File: src/rtl/ctr_crypt_pkg.sv
`default_nettype none
// ============================================================================
// ctr_crypt_pkg : shared widths, pad request record and FSM states
// Rev 1.0
// ============================================================================
package ctr_crypt_pkg;

   localparam int LINE_BITS  = 512;
   localparam int ADDR_BITS  = 26;
   localparam int NONCE_BITS = 56;

   typedef struct packed {
      logic [ADDR_BITS-1:0]  addr;
      logic [NONCE_BITS-1:0] nonce;
   } pad_req_t;

   typedef enum logic [1:0] {
      IDLE     = 2'd0,
      WAIT_PAD = 2'd1,
      OUT      = 2'd2
   } state_t;

endpackage
`default_nettype wire

File: src/rtl/ctr_line_crypt.sv
`default_nettype none
// ============================================================================
// ctr_line_crypt : counter-mode line XOR stage; one line in flight to AES pad.
// Optional pad watchdog: CTR_LINE_CRYPT_WATCHDOG_EN.  Rev 1.0
// ============================================================================
module ctr_line_crypt
   import ctr_crypt_pkg::*;
#(
   parameter int PAD_TIMEOUT = 255
) (
   input  logic                  clock,
   input  logic                  reset,
   input  logic                  in_valid,
   output logic                  in_ready,
   input  logic [ADDR_BITS-1:0]  in_addr,
   input  logic [NONCE_BITS-1:0] in_nonce,
   input  logic [LINE_BITS-1:0]  in_data,
   output logic                  pad_req_valid,
   output logic [ADDR_BITS-1:0]  pad_req_addr,
   output logic [NONCE_BITS-1:0] pad_req_nonce,
   input  logic                  pad_valid,
   input  logic [LINE_BITS-1:0]  pad,
   output logic                  out_valid,
   input  logic                  out_ready,
   output logic [ADDR_BITS-1:0]  out_addr,
   output logic [LINE_BITS-1:0]  out_data,
   output logic                  err_timeout
);

   state_t               state;
   state_t               state_nx;
   pad_req_t             req;
   logic                 req_pulse;
   logic [LINE_BITS-1:0] data_q;
   logic [LINE_BITS-1:0] out_data_q;
   logic                 accept;
   logic                 capture;
   logic                 timeout;

   assign accept  = (state == IDLE) && in_valid;
   assign capture = (state == WAIT_PAD) && pad_valid;

   always_comb begin
      state_nx  = state;
      in_ready  = 1'b0;
      out_valid = 1'b0;
      case (state)
         IDLE: begin
            in_ready = 1'b1;
            if (in_valid) state_nx = WAIT_PAD;
         end
         WAIT_PAD: begin
            if (pad_valid)    state_nx = OUT;
            else if (timeout) state_nx = IDLE;
         end
         OUT: begin
            out_valid = 1'b1;
            if (out_ready) state_nx = IDLE;
         end
         default: state_nx = IDLE;
      endcase
   end

   always_ff @(posedge clock or posedge reset) begin
      if (reset) begin
         state      <= IDLE;
         req_pulse  <= 1'b0;
         req        <= '0;
         out_data_q <= '0;
      end else begin
         state     <= state_nx;
         req_pulse <= accept;
         if (accept)  req        <= '{addr: in_addr, nonce: in_nonce};
         if (capture) out_data_q <= data_q ^ pad;
      end
   end

   // The held line is pure payload; reset only needs to drop control state.
   always_ff @(posedge clock) begin
      if (accept) data_q <= in_data;
   end

`ifdef CTR_LINE_CRYPT_WATCHDOG_EN
   localparam int WD_BITS = ($clog2(PAD_TIMEOUT + 1) > 8) ? $clog2(PAD_TIMEOUT + 1) : 8;

   logic [WD_BITS-1:0] wd_cnt;
   logic               err_q;

   // Fires on the cycle that would bring the count to PAD_TIMEOUT.
   assign timeout = (state == WAIT_PAD) && !pad_valid
                    && (wd_cnt == WD_BITS'(PAD_TIMEOUT - 1));

   always_ff @(posedge clock or posedge reset) begin
      if (reset) begin
         wd_cnt <= '0;
         err_q  <= 1'b0;
      end else begin
         if (accept)
            wd_cnt <= '0;
         else if ((state == WAIT_PAD) && !pad_valid)
            wd_cnt <= wd_cnt + 1'b1;
         if (timeout) err_q <= 1'b1;
      end
   end

   assign err_timeout = err_q;
`else
   assign timeout     = 1'b0;
   assign err_timeout = 1'b0;
`endif

   assign pad_req_valid = req_pulse;
   assign pad_req_addr  = req.addr;
   assign pad_req_nonce = req.nonce;
   assign out_addr      = req.addr;
   assign out_data      = out_data_q;

endmodule
`default_nettype wire
File: config.mk
export PLATFORM = sky130hd
export DESIGN_NAME = ctr_line_crypt
export DESIGN_NICKNAME = d
export VERILOG_FILES = /design/src/rtl/ctr_crypt_pkg.sv /design/src/rtl/ctr_line_crypt.sv
export SDC_FILE = /design/constraint.sdc
export NUM_CORES = 1
export LEC_CHECK = 0
export CAP_MARGIN = 20
export CORE_AREA = 2 2 680 682
export DETAILED_ROUTE_END_ITERATION = 10
export DIE_AREA = 0 0 682 684
export HOLD_SLACK_MARGIN = 0.02
export SYNTH_ARGS = -nofsm -noshare
export SYNTH_HDL_FRONTEND = slang
export SYNTH_SLANG_ARGS = --single-unit
export TNS_END_PERCENT = 20
File: constraint.sdc
create_clock -name clock -period 21.3 [get_ports clock]
set_input_delay 4.26 -clock clock [delete_from_list [all_inputs] [get_ports clock]]
set_output_delay 4.26 -clock clock [all_outputs]
set_load 0.01 [all_outputs]
After elaboration in Yosys (flattened, before gate mapping)

Index checks and enable logic that the tools add are counted.

Register bits: 1109
Bits in latches: 0
Bits in writable memories: 0
Memory bits (read-only): 0
Output and inout port bits: 624
Logic and storage cells: 22
Memories: 0

Add/sub/neg operators: 0
Multiply operators: 0
Divide/modulo/power cells: 0
$lt $le $gt $ge: 0
Eq/ne operators: 5
Shift-type cells: 0
Muxes and demuxes: 6
Bitwise gates (word level): 1
Reductions and logical operators: 4

Operators by type and width:

| kind                                                | number |
|---|---|
| XOR 512 bit                                         | 1 |
| 2-to-1 mux 2 bit                                    | 3 |
| inequality test 2 bit, second input constant        | 3 |
| case mux 2 bit (3 select lines)                     | 1 |
| AND reduction 3 bit                                 | 1 |
| equality test 2 x 1 -> 1 bit, second input constant | 1 |
| equality test 2 bit, second input constant          | 1 |
| logical AND 1 bit                                   | 2 |
| zero test 2 bit                                     | 1 |
| 2-to-1 mux 1 bit                                    | 2 |

Longest topological paths before layout

Depth after elaboration: 3
Depth in mapped cells: 5
Mapped depth without buffers: 2

Worst setup path after synthesis

Ideal clock, no wire load.

Path kind: in2reg
From: input port in_valid
To: register req, in the netlist pad_req_nonce[0]
Library setup time: 0.082 ns
Data arrival time: 8.699 ns
Data required time: 21.218 ns
Path slack: 12.519 ns
Cell stages on the path: 4
Path through: nor3b_1 -> buf_2 -> buf_4 -> mux2_2

Word-level cells in the longest chain between the ends: 1

RTL lines:

| what                 | RTL line             | source |
|---|---|---|
| from (decl)          | ctr_line_crypt.sv:13 | `input logic in_valid,` |
| logical AND 1 bit    | ctr_line_crypt.sv:40 | `assign accept = (state == IDLE) && in_valid;` |
| via accept           | ctr_line_crypt.sv:36 | `logic accept;` |
| to (signal assigned) | ctr_line_crypt.sv:73 | `if (accept) req <= '{addr: in_addr, nonce: in_nonce};` |
| to (decl)            | ctr_line_crypt.sv:32 | `pad_req_t req;` |

The timed path passes the listed nets, and every way through them passes these cells.
A chain may end at the register's enable or synchronous reset.

Worst setup path after layout

From: input port pad_valid
To: register out_data_q[239] (netlist: out_data[239])

Word-level cells in the longest chain between the ends: 1

RTL lines:

| what                 | RTL line             | source |
|---|---|---|
| from (decl)          | ctr_line_crypt.sv:21 | `input logic pad_valid,` |
| logical AND 1 bit    | ctr_line_crypt.sv:41 | `assign capture = (state == WAIT_PAD) && pad_valid;` |
| to (signal assigned) | ctr_line_crypt.sv:74 | `if (capture) out_data_q <= data_q ^ pad;` |
| to (decl)            | ctr_line_crypt.sv:35 | `logic [LINE_BITS-1:0] out_data_q;` |

No other way between the ends.

==> flow_summary.toml <==
[sta]
hold_violations = 0
max_clock_freq_mhz = 119
timing.max_slew.rel_slack_pct = 34.5
period_share_pct = 39.4
period_minus_slack_ns = 8.39
unrepaired_setup_endpoints_after_global_routing = "false"
max_slew.worst_pin.slew_ns = 0.983
finalSetupViolations = 0
slew_violations = 0
timing.setup.tns_ns = 0
skew_ns = 0.0539

[final_layout]
utilization_of_the_core_after_routing_pct = 16.1
multiInputGateArea_mm2 = 0.0130
total_nets_final = 5242
post_route_cells_drive_above_1_share_pct = 19.6
area.sequential_mm2 = 0.0303
final.fill_count = 50200
area_growth_syn_to_layout_pct = 66.4

[grt]
grt_pass1_wl_um = 383000
number_of_global_route_vias_before_repair = 28800
grt-ovfl-total = 0
largest_net_degree_at_the_start_of_global_routing = 108
track_usage_pct = 13.1
number_of_antenna_violations_at_the_first_check_in_global_routing = 410

[clocking]
clock_tree.buffer_depth = 4
clock-sinks = 1109
cts-buffers-inserted = 144
post_cts_buffers = 0
cts_repair_resize_count = 0
cts_tree = "yes"
worst_skew_pair.late_latency_ns = 0.85
htree_num_levels = 4
clock_tree.root_cell = "clkbuf_16"
cts_hold_buffers = 0
cts.reportedPaths.clkPinSlew_ns = 0.06

[pwr]
pwr_density_cell_mw_per_mm2 = 136
ir_worst_vdd_uv = 84.1
cellLeakagePower_nw = 27.1

[detailed_routing]
drtAntennaViolNets = 0
avgViaCountPerCell = 2.82
vias = 29600
drc_errors = 0
drt-total-wl_um = 319000
detail_route.iter0.violations = 2088
detailedRoute.firstPassIterationCount = 5
drt-wirelength-per-cell_um = 30.4

[setup_path]
crit_fanout = 78
worstPathArrival_ns = 9.09
crit_type = "primary input to register"
worstSetupEndpointType = "register"
data_required_critical_path_ns = 22.00
crit_path_start_kind = "primary input"

[run]
drv_cap = 0

[yosys]
ys_types = 18
postSynthCellCount = 2319
synth_largest_type_area_fraction_pct = 34.7
synth_warnings = 0
ys_ff_latch = 1109
synth.cells.most_frequent = "597 x dfrtp_1, 512 x edfxtp_1, 512 x xor2_1"
syn_nets = 3430
synth_enable_flop_cells = 512
netlist_area_mm2 = 0.0443
synthArstFlopShare_pct = 53.8
dominantRegCellSynth = "dfrtp_1"
cell_type_contributing_the_most_total_cell_area_after_synthesis = "edfxtp_1"
netlist_top_cells_area = "edfxtp_1 35%, dfrtp_1 34%, mux2_4 16%"
post-synth-top-count-cell = "dfrtp_1"
yosysSeqAreaShare_pct = 68.5
synthesized_area_per_cell_um2 = 19.1

[hold_path]
hp-class = "register to register"

[floorplan]
rows = 249
die_area_mm2 = 0.466
initial_utilization_pct = 9.65
floorplan.die.height_um = 684
fp.dieW_um = 682
floorplan.io_pins = 1735
placeableCoreArea_mm2 = 0.459

[place]
gp_congestion = 1.00
hpwl_um = 277000
port_buffers = 1733

[outcome]
run_status = "finished clean"
## cell usage in the layout (no fill, tap or decap), types with 2 or more instances in the layout
cell type | Yosys | layout
clkdlybuf4s50_1 | 0 | 1733
dfrtp_1 | 597 | 597
xor2_1 | 512 | 512
edfxtp_1 | 512 | 512
mux2_4 | 469 | 469
clkbuf_16 | 0 | 147
mux2_2 | 125 | 125
diode_2 | 0 | 108
clkbuf_1 | 0 | 45
clkbuf_8 | 0 | 22
buf_4 | 34 | 18
clkinv_2 | 0 | 13
bufinv_16 | 0 | 8
buf_12 | 0 | 8
clkinv_1 | 0 | 7
clkinvlp_4 | 0 | 5
inv_6 | 0 | 4
clkinv_8 | 0 | 4
clkinv_16 | 0 | 3
nand2b_1 | 2 | 2
clkinv_4 | 0 | 2
## final timing paths
| check | startpoint | end | slack, ns | cells after the start |
|---|---|---|---|---|
| worst max register to register | state[0] | out_data[239] | 16.18 | 6 |
| worst min register to register | out_data[269] | out_data[269] | 0.50 | 1 |
| worst max-delay path | pad_valid | out_data[239] | 12.91 | 7 |
| worst min-delay path | out_data[269] | out_data[269] | 0.50 | 1 |
| max in group asynchronous | reset | out_data[386] | 13.75 | 6 |
| min in group asynchronous | reset | out_data[312] | 3.86 | 2 |
## final cells by class
| type | count | area share, % |
|---|---|---|
| tap | 6149 | 10.4 |
| clock inverter | 48 | 0.818 |
| clock buffer | 214 | 5.63 |
| inverter | 2 | 0.0204 |
| sequential | 1109 | 41.1 |
| antenna | 108 | 0.367 |
| timing repair buffer | 1759 | 23.9 |
| multi-input combinational | 1115 | 17.6 |
## registers in the layout (all words and copies together), names as in the netlist
name,cells
data_q,512
out_data,512
pad_req_nonce,56
out_addr,26
state,2
pad_req_valid,1
## metrics by stage
stage          area (um^2)  std cells  hold WS, ns  power [mW]  worst slack (ns)
3_3_place_gp         68700      10100        0.489        7.53             12.14
4_1_cts              73400      10400        0.507        10.1             13.08
2_1_floorplan        44300       2319        0.448        5.35             0.330
3_5_place_dp         68700      10100        0.491        7.55             12.13
6_report             73700      10500        0.505        9.99             12.91
5_1_grt              73600      10500        0.512        10.4             12.86
## critical path, cell delays in order
cell and delay, ns:
clkdlybuf4s50_1 0.52, and3b_4 0.76, buf_12 0.50, buf_12 0.45
buf_4 0.78, buf_4 0.83, mux2_2 0.42
## per-layer routing
layer  up-vias  share of wire [%]  track usage (%)  wire length, um
met3       966                 13             7.60            41900
li1      12000                  -                -                -
met1     14500                 34             13.4           109000
met2      1917                 48             22.0           152000
met4       216                4.6             5.21            14700
met5         -               0.47                0             1510
## logic make-up (layout without fill, tap and decap cells)
group	after synthesis	in the layout	share of synthesized area (%)
flops	1109	1109	68.5
other cells	1	109	0.00847
compound gates	2	2	0.0283
xor+xnor	512	512	10.1
buf+inv	95	2023	2.20
mux	594	594	19.1
simple gates	6	6	0.0876
## where the power goes
group | internal, mW | switching, mW | total [mW]
sequential | 3.14 | 0.528 | 3.66
combinational | 2.19 | 1.65 | 3.83
clock | 1.46 | 1.03 | 2.49
total | 6.78 | 3.21 | 9.99
Power figures use the tool's default switching activity.
